### src/rtl/vram_arbiter_if.sv
// VRAM arbiter bus bundle: three requester ports plus the VRAM device pins.
//
// Handshake: each requester raises req with a stable address (and write flag
// and data for the CPU) and holds it until it sees its ack. The ack is a
// single-cycle pulse, and rdata is valid while ack is high. The requester
// drops req in the ack cycle, so the arbiter never sees a stale request.
// A requester that lowers req mid-access still receives its ack.
interface vram_arbiter_if;
    logic        cpu_req;
    logic        cpu_wr;
    logic [12:0] cpu_addr;
    logic [7:0]  cpu_wdata;
    logic        cpu_ack;
    logic [7:0]  cpu_rdata;

    logic        dma_req;
    logic [12:0] dma_addr;
    logic        dma_ack;
    logic [7:0]  dma_rdata;

    logic        ppu_req;
    logic [12:0] ppu_addr;
    logic        ppu_ack;
    logic [7:0]  ppu_rdata;

    logic        ppu_mode3;

    logic [12:0] ma;
    logic [7:0]  md_in;
    logic [7:0]  md_out;
    logic        md_oe;
    logic        mcs;
    logic        moe;
    logic        mwr;

    // Arbiter view
    modport slave (
        input  cpu_req, cpu_wr, cpu_addr, cpu_wdata,
        output cpu_ack, cpu_rdata,
        input  dma_req, dma_addr,
        output dma_ack, dma_rdata,
        input  ppu_req, ppu_addr,
        output ppu_ack, ppu_rdata,
        input  ppu_mode3,
        output ma, md_out, md_oe, mcs, moe, mwr,
        input  md_in
    );

    // Requester / memory-model view
    modport master (
        output cpu_req, cpu_wr, cpu_addr, cpu_wdata,
        input  cpu_ack, cpu_rdata,
        output dma_req, dma_addr,
        input  dma_ack, dma_rdata,
        output ppu_req, ppu_addr,
        input  ppu_ack, ppu_rdata,
        output ppu_mode3,
        input  ma, md_out, md_oe, mcs, moe, mwr,
        output md_in
    );
endinterface

### src/rtl/vram_arbiter.sv
// VRAM arbiter: fixed priority PPU > DMA > CPU, two-cycle ADDR/DATA access,
// CPU/DMA lockout during PPU mode 3 (dummy BLOCK1/BLOCK2 access returning 0xFF).
// All bus outputs are registered and derived from the next-state values.
module vram_arbiter (
    input  logic                 clk,
    input  logic                 reset,
    vram_arbiter_if.slave        bus,
    output logic [2:0]           dbg_state
);
    typedef enum logic [2:0] {
        S_IDLE   = 3'd0,
        S_ADDR   = 3'd1,
        S_DATA   = 3'd2,
        S_BLOCK1 = 3'd3,
        S_BLOCK2 = 3'd4
    } state_t;

    typedef enum logic [1:0] {
        ID_CPU = 2'd0,
        ID_DMA = 2'd1,
        ID_PPU = 2'd2
    } req_id_t;

    state_t      state_q, state_d;
    req_id_t     id_q, id_d;
    logic [12:0] addr_q, addr_d;
    logic        wr_q, wr_d;
    logic [7:0]  wdata_q, wdata_d;

    logic        mcs_q, mcs_d, moe_q, moe_d, mwr_q, mwr_d, md_oe_q, md_oe_d;
    logic [12:0] ma_q, ma_d;
    logic [7:0]  md_out_q, md_out_d;
    logic        cpu_ack_q, cpu_ack_d, dma_ack_q, dma_ack_d, ppu_ack_q, ppu_ack_d;
    logic [7:0]  cpu_rdata_q, cpu_rdata_d, dma_rdata_q, dma_rdata_d;
    logic [7:0]  ppu_rdata_q, ppu_rdata_d;

    logic        arb_en, finishing;
    logic        cpu_cand, dma_cand, ppu_cand;
    logic [7:0]  done_data;

    // Next-state, grant, completion and registered-output computation
    always_comb begin
        state_d     = state_q;
        id_d        = id_q;
        addr_d      = addr_q;
        wr_d        = wr_q;
        wdata_d     = wdata_q;
        mcs_d       = 1'b0;
        moe_d       = 1'b0;
        mwr_d       = 1'b0;
        md_oe_d     = 1'b0;
        ma_d        = ma_q;
        md_out_d    = md_out_q;
        cpu_ack_d   = 1'b0;
        dma_ack_d   = 1'b0;
        ppu_ack_d   = 1'b0;
        cpu_rdata_d = cpu_rdata_q;
        dma_rdata_d = dma_rdata_q;
        ppu_rdata_d = ppu_rdata_q;

        finishing = (state_q == S_DATA) || (state_q == S_BLOCK2);
        arb_en    = finishing || (state_q == S_IDLE);

        // The requester being completed cannot see its ack until next cycle,
        // so its still-high req is ignored at this edge to avoid a repeat.
        ppu_cand = bus.ppu_req && !(finishing && id_q == ID_PPU);
        dma_cand = bus.dma_req && !(finishing && id_q == ID_DMA);
        cpu_cand = bus.cpu_req && !(finishing && id_q == ID_CPU);

        // Completion: pulse ack and capture read data (0xFF when locked out)
        done_data = (state_q == S_DATA) ? bus.md_in : 8'hFF;
        if (finishing) begin
            case (id_q)
                ID_PPU: begin
                    ppu_ack_d = 1'b1;
                    if (!wr_q) ppu_rdata_d = done_data;
                end
                ID_DMA: begin
                    dma_ack_d = 1'b1;
                    if (!wr_q) dma_rdata_d = done_data;
                end
                default: begin
                    cpu_ack_d = 1'b1;
                    if (!wr_q) cpu_rdata_d = done_data;
                end
            endcase
        end

        case (state_q)
            S_ADDR:   state_d = S_DATA;
            S_BLOCK1: state_d = S_BLOCK2;
            default:  state_d = S_IDLE;
        endcase

        // Fixed-priority grant; the lockout decision is frozen at the grant
        if (arb_en) begin
            if (ppu_cand) begin
                id_d    = ID_PPU;
                addr_d  = bus.ppu_addr;
                wr_d    = 1'b0;
                state_d = S_ADDR;
            end else if (dma_cand) begin
                id_d    = ID_DMA;
                addr_d  = bus.dma_addr;
                wr_d    = 1'b0;
                state_d = bus.ppu_mode3 ? S_BLOCK1 : S_ADDR;
            end else if (cpu_cand) begin
                id_d    = ID_CPU;
                addr_d  = bus.cpu_addr;
                wr_d    = bus.cpu_wr;
                wdata_d = bus.cpu_wdata;
                state_d = bus.ppu_mode3 ? S_BLOCK1 : S_ADDR;
            end
        end

        // VRAM pins for the cycle being entered
        case (state_d)
            S_ADDR: begin
                mcs_d   = 1'b1;
                ma_d    = addr_d;
                moe_d   = !wr_d;
                md_oe_d = wr_d;
                if (wr_d) md_out_d = wdata_d;
            end
            S_DATA: begin
                mcs_d   = 1'b1;
                moe_d   = !wr_d;
                mwr_d   = wr_d;
                md_oe_d = wr_d;
            end
            default: ;
        endcase
    end

    // State and output registers; reset aborts any access in flight
    always_ff @(posedge clk) begin
        if (reset) begin
            state_q     <= S_IDLE;
            id_q        <= ID_CPU;
            addr_q      <= '0;
            wr_q        <= 1'b0;
            wdata_q     <= '0;
            mcs_q       <= 1'b0;
            moe_q       <= 1'b0;
            mwr_q       <= 1'b0;
            md_oe_q     <= 1'b0;
            ma_q        <= '0;
            md_out_q    <= '0;
            cpu_ack_q   <= 1'b0;
            dma_ack_q   <= 1'b0;
            ppu_ack_q   <= 1'b0;
            cpu_rdata_q <= 8'hFF;
            dma_rdata_q <= 8'hFF;
            ppu_rdata_q <= 8'hFF;
        end else begin
            state_q     <= state_d;
            id_q        <= id_d;
            addr_q      <= addr_d;
            wr_q        <= wr_d;
            wdata_q     <= wdata_d;
            mcs_q       <= mcs_d;
            moe_q       <= moe_d;
            mwr_q       <= mwr_d;
            md_oe_q     <= md_oe_d;
            ma_q        <= ma_d;
            md_out_q    <= md_out_d;
            cpu_ack_q   <= cpu_ack_d;
            dma_ack_q   <= dma_ack_d;
            ppu_ack_q   <= ppu_ack_d;
            cpu_rdata_q <= cpu_rdata_d;
            dma_rdata_q <= dma_rdata_d;
            ppu_rdata_q <= ppu_rdata_d;
        end
    end

    assign bus.mcs       = mcs_q;
    assign bus.moe       = moe_q;
    assign bus.mwr       = mwr_q;
    assign bus.md_oe     = md_oe_q;
    assign bus.ma        = ma_q;
    assign bus.md_out    = md_out_q;
    assign bus.cpu_ack   = cpu_ack_q;
    assign bus.dma_ack   = dma_ack_q;
    assign bus.ppu_ack   = ppu_ack_q;
    assign bus.cpu_rdata = cpu_rdata_q;
    assign bus.dma_rdata = dma_rdata_q;
    assign bus.ppu_rdata = ppu_rdata_q;
    assign dbg_state     = state_q;
endmodule
### src/flat_wrapper.sv
// flat-port wrapper written by rule: the top's interface ports become plain ports
module vram_arbiter_flat 
  (clk, reset, dbg_state, bus_cpu_req, bus_cpu_wr, bus_cpu_addr, bus_cpu_wdata, bus_cpu_ack, bus_cpu_rdata, bus_dma_req, bus_dma_addr, bus_dma_ack, bus_dma_rdata, bus_ppu_req, bus_ppu_addr, bus_ppu_ack, bus_ppu_rdata, bus_ppu_mode3, bus_ma, bus_md_out, bus_md_oe, bus_mcs, bus_moe, bus_mwr, bus_md_in);
  vram_arbiter_if bus_i ();
  input  logic clk;
  input  logic reset;
  output logic [2:0] dbg_state;
  input wire logic [$bits(bus_i.cpu_req)-1:0] bus_cpu_req;
  input wire logic [$bits(bus_i.cpu_wr)-1:0] bus_cpu_wr;
  input wire logic [$bits(bus_i.cpu_addr)-1:0] bus_cpu_addr;
  input wire logic [$bits(bus_i.cpu_wdata)-1:0] bus_cpu_wdata;
  output wire logic [$bits(bus_i.cpu_ack)-1:0] bus_cpu_ack;
  output wire logic [$bits(bus_i.cpu_rdata)-1:0] bus_cpu_rdata;
  input wire logic [$bits(bus_i.dma_req)-1:0] bus_dma_req;
  input wire logic [$bits(bus_i.dma_addr)-1:0] bus_dma_addr;
  output wire logic [$bits(bus_i.dma_ack)-1:0] bus_dma_ack;
  output wire logic [$bits(bus_i.dma_rdata)-1:0] bus_dma_rdata;
  input wire logic [$bits(bus_i.ppu_req)-1:0] bus_ppu_req;
  input wire logic [$bits(bus_i.ppu_addr)-1:0] bus_ppu_addr;
  output wire logic [$bits(bus_i.ppu_ack)-1:0] bus_ppu_ack;
  output wire logic [$bits(bus_i.ppu_rdata)-1:0] bus_ppu_rdata;
  input wire logic [$bits(bus_i.ppu_mode3)-1:0] bus_ppu_mode3;
  output wire logic [$bits(bus_i.ma)-1:0] bus_ma;
  output wire logic [$bits(bus_i.md_out)-1:0] bus_md_out;
  output wire logic [$bits(bus_i.md_oe)-1:0] bus_md_oe;
  output wire logic [$bits(bus_i.mcs)-1:0] bus_mcs;
  output wire logic [$bits(bus_i.moe)-1:0] bus_moe;
  output wire logic [$bits(bus_i.mwr)-1:0] bus_mwr;
  input wire logic [$bits(bus_i.md_in)-1:0] bus_md_in;
  assign bus_i.cpu_req = bus_cpu_req;
  assign bus_i.cpu_wr = bus_cpu_wr;
  assign bus_i.cpu_addr = bus_cpu_addr;
  assign bus_i.cpu_wdata = bus_cpu_wdata;
  assign bus_cpu_ack = bus_i.cpu_ack;
  assign bus_cpu_rdata = bus_i.cpu_rdata;
  assign bus_i.dma_req = bus_dma_req;
  assign bus_i.dma_addr = bus_dma_addr;
  assign bus_dma_ack = bus_i.dma_ack;
  assign bus_dma_rdata = bus_i.dma_rdata;
  assign bus_i.ppu_req = bus_ppu_req;
  assign bus_i.ppu_addr = bus_ppu_addr;
  assign bus_ppu_ack = bus_i.ppu_ack;
  assign bus_ppu_rdata = bus_i.ppu_rdata;
  assign bus_i.ppu_mode3 = bus_ppu_mode3;
  assign bus_ma = bus_i.ma;
  assign bus_md_out = bus_i.md_out;
  assign bus_md_oe = bus_i.md_oe;
  assign bus_mcs = bus_i.mcs;
  assign bus_moe = bus_i.moe;
  assign bus_mwr = bus_i.mwr;
  assign bus_i.md_in = bus_md_in;
  vram_arbiter u_core (.clk(clk), .reset(reset), .bus(bus_i), .dbg_state(dbg_state));
endmodule
### config.mk
export PLATFORM = sky130hd
export DESIGN_NAME = vram_arbiter_flat
export DESIGN_NICKNAME = d
export VERILOG_FILES = /design/src/rtl/vram_arbiter_if.sv /design/src/rtl/vram_arbiter.sv /design/src/flat_wrapper.sv
export SDC_FILE = /design/constraint.sdc
export NUM_CORES = 1
export LEC_CHECK = 0
export BUFFER_PORTS_ARGS = -buffer_cell sky130_fd_sc_hd__buf_4
export CORE_MARGIN = 5
export CORE_UTILIZATION = 51
export DETAILED_ROUTE_END_ITERATION = 8
export PLACE_DENSITY = 0.81
export SYNTH_ARGS = -nofsm -noshare
export SYNTH_HDL_FRONTEND = slang
export SYNTH_SLANG_ARGS = --single-unit
### constraint.sdc
create_clock -name clk -period 5.7 [get_ports clk]
set_input_delay 1.425 -clock clk [delete_from_list [all_inputs] [get_ports clk]]
set_output_delay 1.425 -clock clk [all_outputs]
set_load 0.02 [all_outputs]
==> metrics.cfg, run 1 <==
[cts]
cts_buffers=9
cts_max_level=3
clockBufferDepth=2
cts_sinks=71
cts_setup_buffers=0
clock_tree.root_cell=clkbuf_8
insertion_delay_ns=0.35
tritoncts=yes
cts-resized-gates=0
clk_pin_slew_ns=0.08
cts_hold_buf=0

[yosys]
synth_warnings=0
ys_types=40
synth_edf_count=0
synth-seq-cells=71
synth_ff_type=dfxtp_1
async_flop_share_pct=0
ys_seq_area_share_pct=48.7
syn_area_sq_mm=0.00292
syn_inst=304
syn-num-nets=369
syn_avg_cell_area_sq_um=9.59

[floorplan]
die_w_um=85.6
rows=27
fp.coreArea_sq_mm=0.00554
die_h_um=85.6
io_pins=117
initial_core_util_pct=52.6
die_area_sq_mm=0.00733

[detailed_routing]
wl_met3_um=772
met2_length_um=3850
wl_met1_um=3160
highest_layer=met4
drtIter0Drc=169
via_per_inst=5.63
vias=2738
dr.pass1.iters=4
wirelength_um=7920
final_antenna_net_count=0
wl_per_cell_um=16.3
drc=0

[flow_run]
cap_violations=0

[power_and_ir_drop]
peakVddDrop_mv=0.221
p_total_w=0.00120
p_per_area_mw_per_mm2=301
p_leak_nw=1.69

[timing]
whs_ns=0.467
worstMarginPinSlew_ns=1.07
period_needed_ns=3.03
worst_slack_ns=2.67
fmax_mhz=330
setup-tns-final_ns=0
hold_viol=0
clock-skew-final_ns=0.00907
maxSlewHeadroom_pct=28.6
drv_slew=0
grt_setup_unrepaired=false
finalSetupViolCount=0
timing.final.crit_share_pct=53.2

[grt]
grt_first_pass_wirelength_um=12700
grt_max_degree=69
grt_antenna_before_repair=0
overflow=0
grt_usage_pct=21.9
first_global_vias=2646

[finish]
n_antenna_cell=0
drive_above_1_share_pct=34.1
synthToLayoutAreaGrowth_pct=36.4
stdcell_area_sq_mm=0.00398
nets=474
final.fill_count=454

[placed_design]
place_ws_ns=2.32
gp_congestion=0.890
hpwl_um=5800
post_dp_cell_area_sq_mm=0.00378
io_buffers=116

[run_status]
status=completed

[critical_path]
required_ns=5.89
crit_arrival_ns=3.22
critPathKind=in -> reg
rrSetupSlack_ns=2.79
cp-start-kind=input port
cp_max_fo=15
endpoint_kind=register

[hold_path]
min_path_type=reg -> reg

==> cells in the final DEF (no fill, tap or decap), drive strengths merged, types with 3 or more instances in the layout <==
| master | n |
|---|---|
| nor3 | 5 |
| buf | 118 |
| a221oi | 11 |
| maj3 | 3 |
| a211o | 25 |
| or3 | 3 |
| nor2 | 70 |
| dfxtp | 71 |
| nor3b | 4 |
| nand2 | 8 |
| a211oi | 13 |
| a21oi | 5 |
| ha | 3 |
| and2 | 3 |
| a31oi | 4 |
| clkbuf | 9 |
| clkinv | 3 |
| a32o | 11 |
| o21ai | 6 |
| nand2b | 6 |
| mux2i | 8 |
| inv | 6 |
==> synthesized netlist by cell type (2+ instances only) <==
library cell / count / area (sq um)
a2bb2oi_1: 2 / 17.5
nor2_1: 70 / 263
a32o_1: 11 / 110
nor3b_1: 3 / 22.5
a31oi_1: 3 / 18.8
nand2b_1: 6 / 37.5
o311a_1: 2 / 20.0
o21ai_0: 5 / 25.0
a21oi_1: 5 / 25.0
nand2_1: 8 / 30.0
maj3_1: 3 / 30.0
or3_1: 3 / 18.8
and2_1: 3 / 18.8
mux2i_1: 8 / 80.1
o211ai_1: 2 / 15.0
clkbuf_1: 14 / 52.6
a211o_1: 25 / 219
inv_1: 5 / 18.8
buf_2: 8 / 40.0
ha_1: 3 / 37.5
dfxtp_1: 71 / 1420
nor3_1: 4 / 20.0
a211oi_1: 13 / 97.6
a221oi_1: 11 / 96.3
==> worst paths after layout <==
kind | endpoint | startpoint | depth (start not counted)
worst max-delay path | u_core.bus.ma[2] | bus_ppu_req | 6
worst min-delay path | u_core.bus.ppu_rdata[6] | u_core.bus.ppu_rdata[6] | 1
worst max register to register | u_core.bus.ma[2] | u_core.id_q[1] | 7
worst min register to register | u_core.bus.ppu_rdata[6] | u_core.bus.ppu_rdata[6] | 1
==> worst max-delay path, cell delays in order <==
cell,delay [ns]
buf_4,0.10
nand2b_1,0.08
nor2_1,0.68
nor3_2,0.35
a221oi_1,0.46
a211oi_1,0.13
==> final cells by class <==
class,count,area [sq um],area share [%]
clock buffers,9,124,3.11
clock inverters,7,72.6,1.82
inverters,5,18.8,0.472
multi-input cells,204,1370,34.3
flip-flops and latches,71,1420,35.7
well taps,72,90.1,2.26
repair buffers,118,886,22.3
==> through the flow <==
step                      utilization (%)  std cells
after floorplan                         -        304
final                                71.8        486
after global placement               68.2        470
after CTS                            71.8        486
after global routing                 71.8        486
after detailed placement             68.2        470
==> kinds of logic after synthesis <==
group                      count (synthesis)  share of synthesized area, %
and+or+nand+nor                          104                          16.5
adders and majority gates                  6                          2.32
DFF                                       71                          48.7
buffers and inverters                     29                          4.46
AOI/OAI and AO/OA                         85                          24.3
xor gates and xnor gates                   1                         0.944
muxes                                      8                          2.75
==> power by group <==
part	switching, W	internal, W
Clock	0.000193	0.000202
Sequential	0.0000224	0.000532
Combinational	0.000137	0.000112
Total	0.000352	0.000846
==> sequential cells by signal, indices dropped and copies added, names as in the netlist <==
| name | cells |
|---|---|
| u_core.addr_q | 13 |
| u_core.bus.ma | 13 |
| u_core.bus.cpu_rdata | 8 |
| u_core.bus.dma_rdata | 8 |
| u_core.bus.md_out | 8 |
| u_core.bus.ppu_rdata | 8 |
| u_core.dbg_state | 3 |
| u_core.id_q | 2 |
| u_core.bus.cpu_ack | 1 |
| u_core.bus.dma_ack | 1 |
| u_core.bus.mcs | 1 |
| u_core.bus.md_oe | 1 |
| u_core.bus.moe | 1 |
| u_core.bus.mwr | 1 |
| u_core.bus.ppu_ack | 1 |
| u_core.wr_q | 1 |
==> per-layer routing <==
layer  vias up  global-route usage [%]
met5         -                       0
met4         0                    9.21
met3        13                    8.07
met2       122                    36.0
met1      1287                    25.6
li1       1316                       -
Note: power is estimated with default switching activity, not from simulation.
==> inputs of run 2 (changes only) <==
- CORE_UTILIZATION: 51 -> 48
- PLACE_DENSITY: 0.81 -> 0.76
- clock period: 5.7 -> 2.9 ns (I/O delays scaled with it)
==> metrics.cfg, run 2 (same netlist as run 1, synthesis figures left out) <==
[run_status]
status=completed

[finish]
nets=479  ; +1.1%
fin_cells=494  ; +1.6%
layout_commonest_cell=buf_4
drive_above_1_share_pct=34.6  ; +0.55 points
final.fill_count=493  ; +8.6%
synthToLayoutAreaGrowth_pct=36.7
mostFrequentLayoutCells=buf_4, dfxtp_1, nor2_1, a211o_1, a211oi_1
n_antenna_cell=0  ; unchanged

[cts]
clockBufferDepth=2  ; unchanged
cts_sinks=71  ; unchanged
cts_buffers=9  ; unchanged
cts-resized-gates=0  ; unchanged
insertion_delay_ns=0.33  ; -0.02 ns
cts_setup_buffers=0  ; unchanged
cts_hold_buf=0  ; unchanged
clock_tree.root_cell=clkbuf_8
tritoncts=yes
cts_max_level=3  ; unchanged
clk_pin_slew_ns=0.07  ; about the same

[detailed_routing]
drtIter0Drc=137  ; -19%
dr.pass1.iters=4  ; unchanged
drc=0  ; unchanged
final_antenna_net_count=0  ; unchanged
vias=2701  ; -1.4%
wl_per_cell_um=15.7  ; -3.4%
via_per_inst=5.47  ; -2.9%
wirelength_um=7770  ; -1.8%

[timing]
hold_viol=0  ; unchanged
timing.final.crit_share_pct=80.8
maxSlewHeadroom_pct=53.3  ; +25 points
drv_slew=0  ; unchanged
grt_setup_unrepaired=false
fmax_mhz=427
clock-skew-final_ns=0.00550  ; -0.00357 ns
period_needed_ns=2.34
finalSetupViolCount=0  ; unchanged
whs_ns=0.467  ; +0.000473 ns
worstMarginPinSlew_ns=0.695  ; -0.370 ns
setup-tns-final_ns=0  ; unchanged

[critical_path]
cp_max_fo=7  ; -8
required_ns=3.08  ; -2.81 ns
slowest_stage=a221oi_1
cp-start-kind=register
crit_chain=inv_1, ha_1, maj3_1, nor3b_1, nor3_2, buf_4, a221oi_1, a211oi_1
endpoint_kind=register
cpPeakStageDelay_ns=0.41  ; -0.27 ns
path_delay_family=adder cells
crit_arrival_ns=2.53  ; -0.69 ns
cp_num_buf_inv=2  ; +1
critPathKind=reg -> reg

[floorplan]
die_h_um=88.0  ; +2.7%
fp.coreArea_sq_mm=0.00592  ; +6.9%
die_w_um=88.0  ; +2.7%
die_area_sq_mm=0.00774  ; +5.5%
initial_core_util_pct=49.3  ; -3.4 points
io_pins=117  ; unchanged
rows=28  ; +3.7%

[placed_design]
io_buffers=116  ; unchanged
hpwl_um=5710  ; -1.6%
dp.cells=478  ; +1.7%
gp_congestion=0.830  ; -6.7%

[grt]
grt_antenna_before_repair=0  ; unchanged
first_global_vias=2680  ; +1.3%
grt_usage_pct=21.1  ; -0.81 points
overflow=0  ; unchanged
grt_max_degree=69  ; unchanged
grt_first_pass_wirelength_um=12800  ; +0.22%

[power_and_ir_drop]
pwr-share-seq_pct=48.4  ; +2.1 points
clkPwrFrac_pct=29.5  ; -3.5 points
power_frac_comb_pct=22.1  ; +1.4 points
intPower_w=0.00158  ; +87%
swShare_pct=29.8  ; +0.38 points
peakVddDrop_mv=0.298  ; +35%
p_leak_nw=1.69  ; +0.44%
p_per_area_mw_per_mm2=565  ; +87%
net-switching-power_w=0.000670  ; +90%

[flow_run]
cap_violations=0  ; unchanged

[hold_path]
min_path_type=reg -> reg

## run 2: changes by cell type in the layout (fill, tap and decap cells not counted)
cell        change
buf_4           +5
bufinv_16       -1
clkbuf_1        +1
clkinv_2        +1
clkinv_4        -1
clkinvlp_4      +1
inv_6           -1
## run 2: stage by stage
stage,total power [W],util [%],setup slack [ns],cell area (sq um)
global placement,0.00160,64.6,0.612,3820
CTS,0.00228,67.4,0.537,3990
global route,0.00237,67.4,0.369,3990
detailed placement,0.00161,64.6,0.556,3820
floorplan,0.00140,-,0.798,2920
finish,0.00225,67.4,0.558,3990
## run 2: final cells by class
class / instances / area (sq um) / area share, %
Sequential cell: 71 / 1420 / 35.6
Tap cell: 75 / 93.8 / 2.35
Multi-Input combinational cell: 204 / 1370 / 34.2
Clock buffer: 10 / 128 / 3.20
Inverter: 5 / 18.8 / 0.471
Timing Repair Buffer: 123 / 923 / 23.2
Clock inverter: 6 / 37.5 / 0.941
## run 2: final timing paths
| path | from | to | slack, ns | cells past startpoint |
|---|---|---|---|---|
| setup / recovery | u_core.id_q[0] | u_core.bus.ma[10] | 0.56 | 8 |
| hold / removal | u_core.bus.ppu_rdata[1] | u_core.bus.ppu_rdata[1] | 0.47 | 1 |
| setup reg to reg | u_core.id_q[0] | u_core.bus.ma[10] | 0.56 | 8 |
| hold reg to reg | u_core.bus.ppu_rdata[1] | u_core.bus.ppu_rdata[1] | 0.47 | 1 |
## run 2: power by group through the flow
stage	registers, W	logic, W	clock network, W
after detailed placement	0.00111	0.000499	0
after CTS	0.00109	0.000501	0.000686
after global placement	0.00111	0.000492	0
final	0.00109	0.000498	0.000665
after floorplan	0.00116	0.000242	0
after global routing	0.00110	0.000544	0.000729
## run 2: routing by layer
layer / GRT usage (%) / wire (um) / vias to the layer above
met5: 0 / 0 / -
met4: 9.34 / 175 / 0
met3: 6.40 / 659 / 14
met2: 32.5 / 3570 / 97
met1: 27.2 / 3360 / 1266
li1: - / - / 1324
==> inputs of run 3 (changes only) <==
- ABC_AREA: default -> 1
- CORE_UTILIZATION: 48 -> 50
- PLACE_DENSITY: 0.76 -> 0.77
- clock period: 2.9 -> 2.4 ns (I/O delays scaled with it)
==> metrics.cfg, run 3 <==
[grt]
grt_usage_pct=21.6  ; +0.51 points
overflow=0  ; unchanged
first_global_vias=3133  ; +17%
grt_first_pass_wirelength_um=14800  ; +16%
grt_antenna_before_repair=0  ; unchanged
grt_max_degree=32  ; -54%

[power_and_ir_drop]
peakVddDrop_mv=0.332  ; +11%
p_leak_nw=2.25  ; +33%
p_per_area_mw_per_mm2=716  ; +27%

[detailed_routing]
wl_per_cell_um=13.6  ; -14%
final_antenna_net_count=0  ; unchanged
via_per_inst=5.00  ; -8.6%
drtIter0Drc=145  ; +5.8%
dr.pass1.iters=5  ; +1
vias=3337  ; +24%
drc=0  ; unchanged
wirelength_um=9070  ; +17%

[timing]
period_needed_ns=2.15  ; -0.196 ns
setup-tns-final_ns=0  ; unchanged
fmax_mhz=466  ; +9.1%
worst_slack_ns=0.254  ; -0.304 ns
grt_setup_unrepaired=false
hold_viol=0  ; unchanged
whs_ns=0.462  ; -0.00535 ns
clock-skew-final_ns=0.00565  ; +0.000148 ns
drv_slew=0  ; unchanged
timing.final.crit_share_pct=89.4  ; +8.6 points
maxSlewHeadroom_pct=62.8  ; +9.5 points
worstMarginPinSlew_ns=0.555  ; -0.140 ns
finalSetupViolCount=0  ; unchanged

[finish]
fin_util_pct=67.3  ; about the same
multi_input_area_sq_mm=0.00155  ; +14%
nets=648  ; +35%
drive_above_1_share_pct=27.4  ; -7.2 points
seq_area_sq_mm=0.00158  ; +11%
stdcell_area_sq_mm=0.00450  ; +13%
n_antenna_cell=0  ; unchanged
layout_commonest_cell=nand2_1
synthToLayoutAreaGrowth_pct=33.1
final.fill_count=587  ; +19%
mostFrequentLayoutCells=nand2_1, buf_4, dfxtp_1, nor2_1, nand3_1

[critical_path]
endpoint_kind=register
cpMostUsedCell=nand2_2
critPathKind=reg -> reg
cpPeakStageDelay_ns=0.46  ; +0.05 ns
crit_arrival_ns=2.43  ; -0.10 ns
required_ns=2.69  ; -0.39 ns
cp-start-kind=register
crit_chain=nand2_2, nand2_2, inv_2, o211ai_4, nand2_4, inv_4, nor2_4, o21ai_1, nor2_1
cp_max_fo=22  ; +15
slowest_stage=nor2_4

[cts]
cts_sinks=79  ; +11%
cts_hold_buf=0  ; unchanged
tritoncts=yes
clock_tree.root_cell=clkbuf_8
insertion_delay_ns=0.35  ; +0.02 ns
cts_setup_buffers=0  ; unchanged
cts_max_level=3  ; unchanged
cts_buffers=9  ; unchanged
clk_pin_slew_ns=0.08  ; about the same
clockBufferDepth=2  ; unchanged
cts-resized-gates=0  ; unchanged

[yosys]
ys_seq_area_share_pct=46.8  ; -1.9 points
yosysMostFrequentCell=nand2_1
syn-num-nets=532  ; +44%
syn_avg_cell_area_sq_um=7.23  ; -25%
synth_top_area_share_pct=46.8  ; -1.9 points
synth_ff_type=dfxtp_1
ys_types=29  ; -28%
synth_warnings=0  ; unchanged
synth_common_cells=nand2_1, dfxtp_1, nor2_1
syn_inst=467  ; +54%
synthTopCellsByArea=dfxtp_1, nand2_1, nand3_1, nor2_1, inv_1
synth_top_cell_by_area=dfxtp_1
synth-seq-cells=79  ; +11%
async_flop_share_pct=0  ; unchanged
syn_area_sq_mm=0.00338  ; +16%
synth_edf_count=0  ; unchanged

[placed_design]
place_ws_ns=0.281  ; -0.275 ns
hpwl_um=6850  ; +20%
io_buffers=116  ; unchanged
post_dp_cell_area_sq_mm=0.00430  ; +12%
gp_congestion=0.871  ; +4.8%

[floorplan]
die_w_um=92.2  ; +4.8%
io_pins=117  ; unchanged
fp.coreArea_sq_mm=0.00668  ; +13%
initial_core_util_pct=50.6  ; +1.3 points
rows=30  ; +7.1%
die_h_um=92.2  ; +4.8%
die_area_sq_mm=0.00850  ; +9.9%

[run_status]
status=completed

[flow_run]
cap_violations=0  ; unchanged

[hold_path]
min_path_type=reg -> reg

## run 3: cell count changes after synthesis, moves of 11 or more
cell / delta
a211o_1: -25
a211oi_1: -13
a221oi_1: -11
a32o_1: -11
inv_1: +30
nand2_1: +147
nand3_1: +47
o21ai_1: +22
## run 3: worst max-delay path, delay by kind of cell (launching register included)
kind | cells | cell delay [ns]
buffers and inverters | 2 | 0.35
AO/OA/AOI/OAI | 2 | 0.37
flip-flops | 1 | 0.37
AND/OR/NAND/NOR | 5 | 0.99
## run 3: worst paths after layout
| path | end | cells past startpoint | slack [ns] | start |
|---|---|---|---|---|
| worst max-delay path | u_core.bus.md_oe | 9 | 0.25 | u_core.dbg_state[2] |
| worst min-delay path | u_core.bus.ppu_rdata[6] | 2 | 0.46 | u_core.bus.ppu_rdata[6] |
| worst max register to register | u_core.bus.md_oe | 9 | 0.25 | u_core.dbg_state[2] |
| worst min register to register | u_core.bus.ppu_rdata[6] | 2 | 0.46 | u_core.bus.ppu_rdata[6] |
## run 3: final cells by class
class	count	share of cell area, %
multi-input cells	332	34.5
clock inverters	5	1.25
repair buffers	122	20.4
inverters	39	3.31
well taps	80	2.23
clock buffers	11	3.15
flip-flops and latches	79	35.2
## run 3: power by group
part | switching, W | internal (W)
Clock | 0.000481 | 0.000509
Sequential | 0.0000565 | 0.00142
Combinational | 0.000456 | 0.000296
## run 3: routing by layer
layer  track usage [%]  routed length (um)  vias up  share of wire, %
met2              35.1                4210      135                46
li1                  -                   -     1718                 -
met3              4.68                 678       18               7.5
met5                 0                   0        -                 0
met1              27.1                3980     1466                44
met4              10.1                 202        0               2.2
## run 3: cell families (layout without fill, tap and decap cells)
family	Yosys count	count (layout)	share of synthesized area, %
AND/OR/NAND/NOR	288	288	37.9
flip-flops	79	79	46.8
buffers and inverters	56	177	7.26
AO/OA/AOI/OAI	41	41	6.96
adder cells (fa/ha/maj)	3	3	1.11
## run 3: through the flow
| stage | total power (W) | instances |
|---|---|---|
| global placement | 0.00225 | 652 |
| finish | 0.00322 | 668 |
| global route | 0.00338 | 668 |
| detailed placement | 0.00226 | 652 |
| CTS | 0.00324 | 668 |
| floorplan | 0.00197 | 467 |
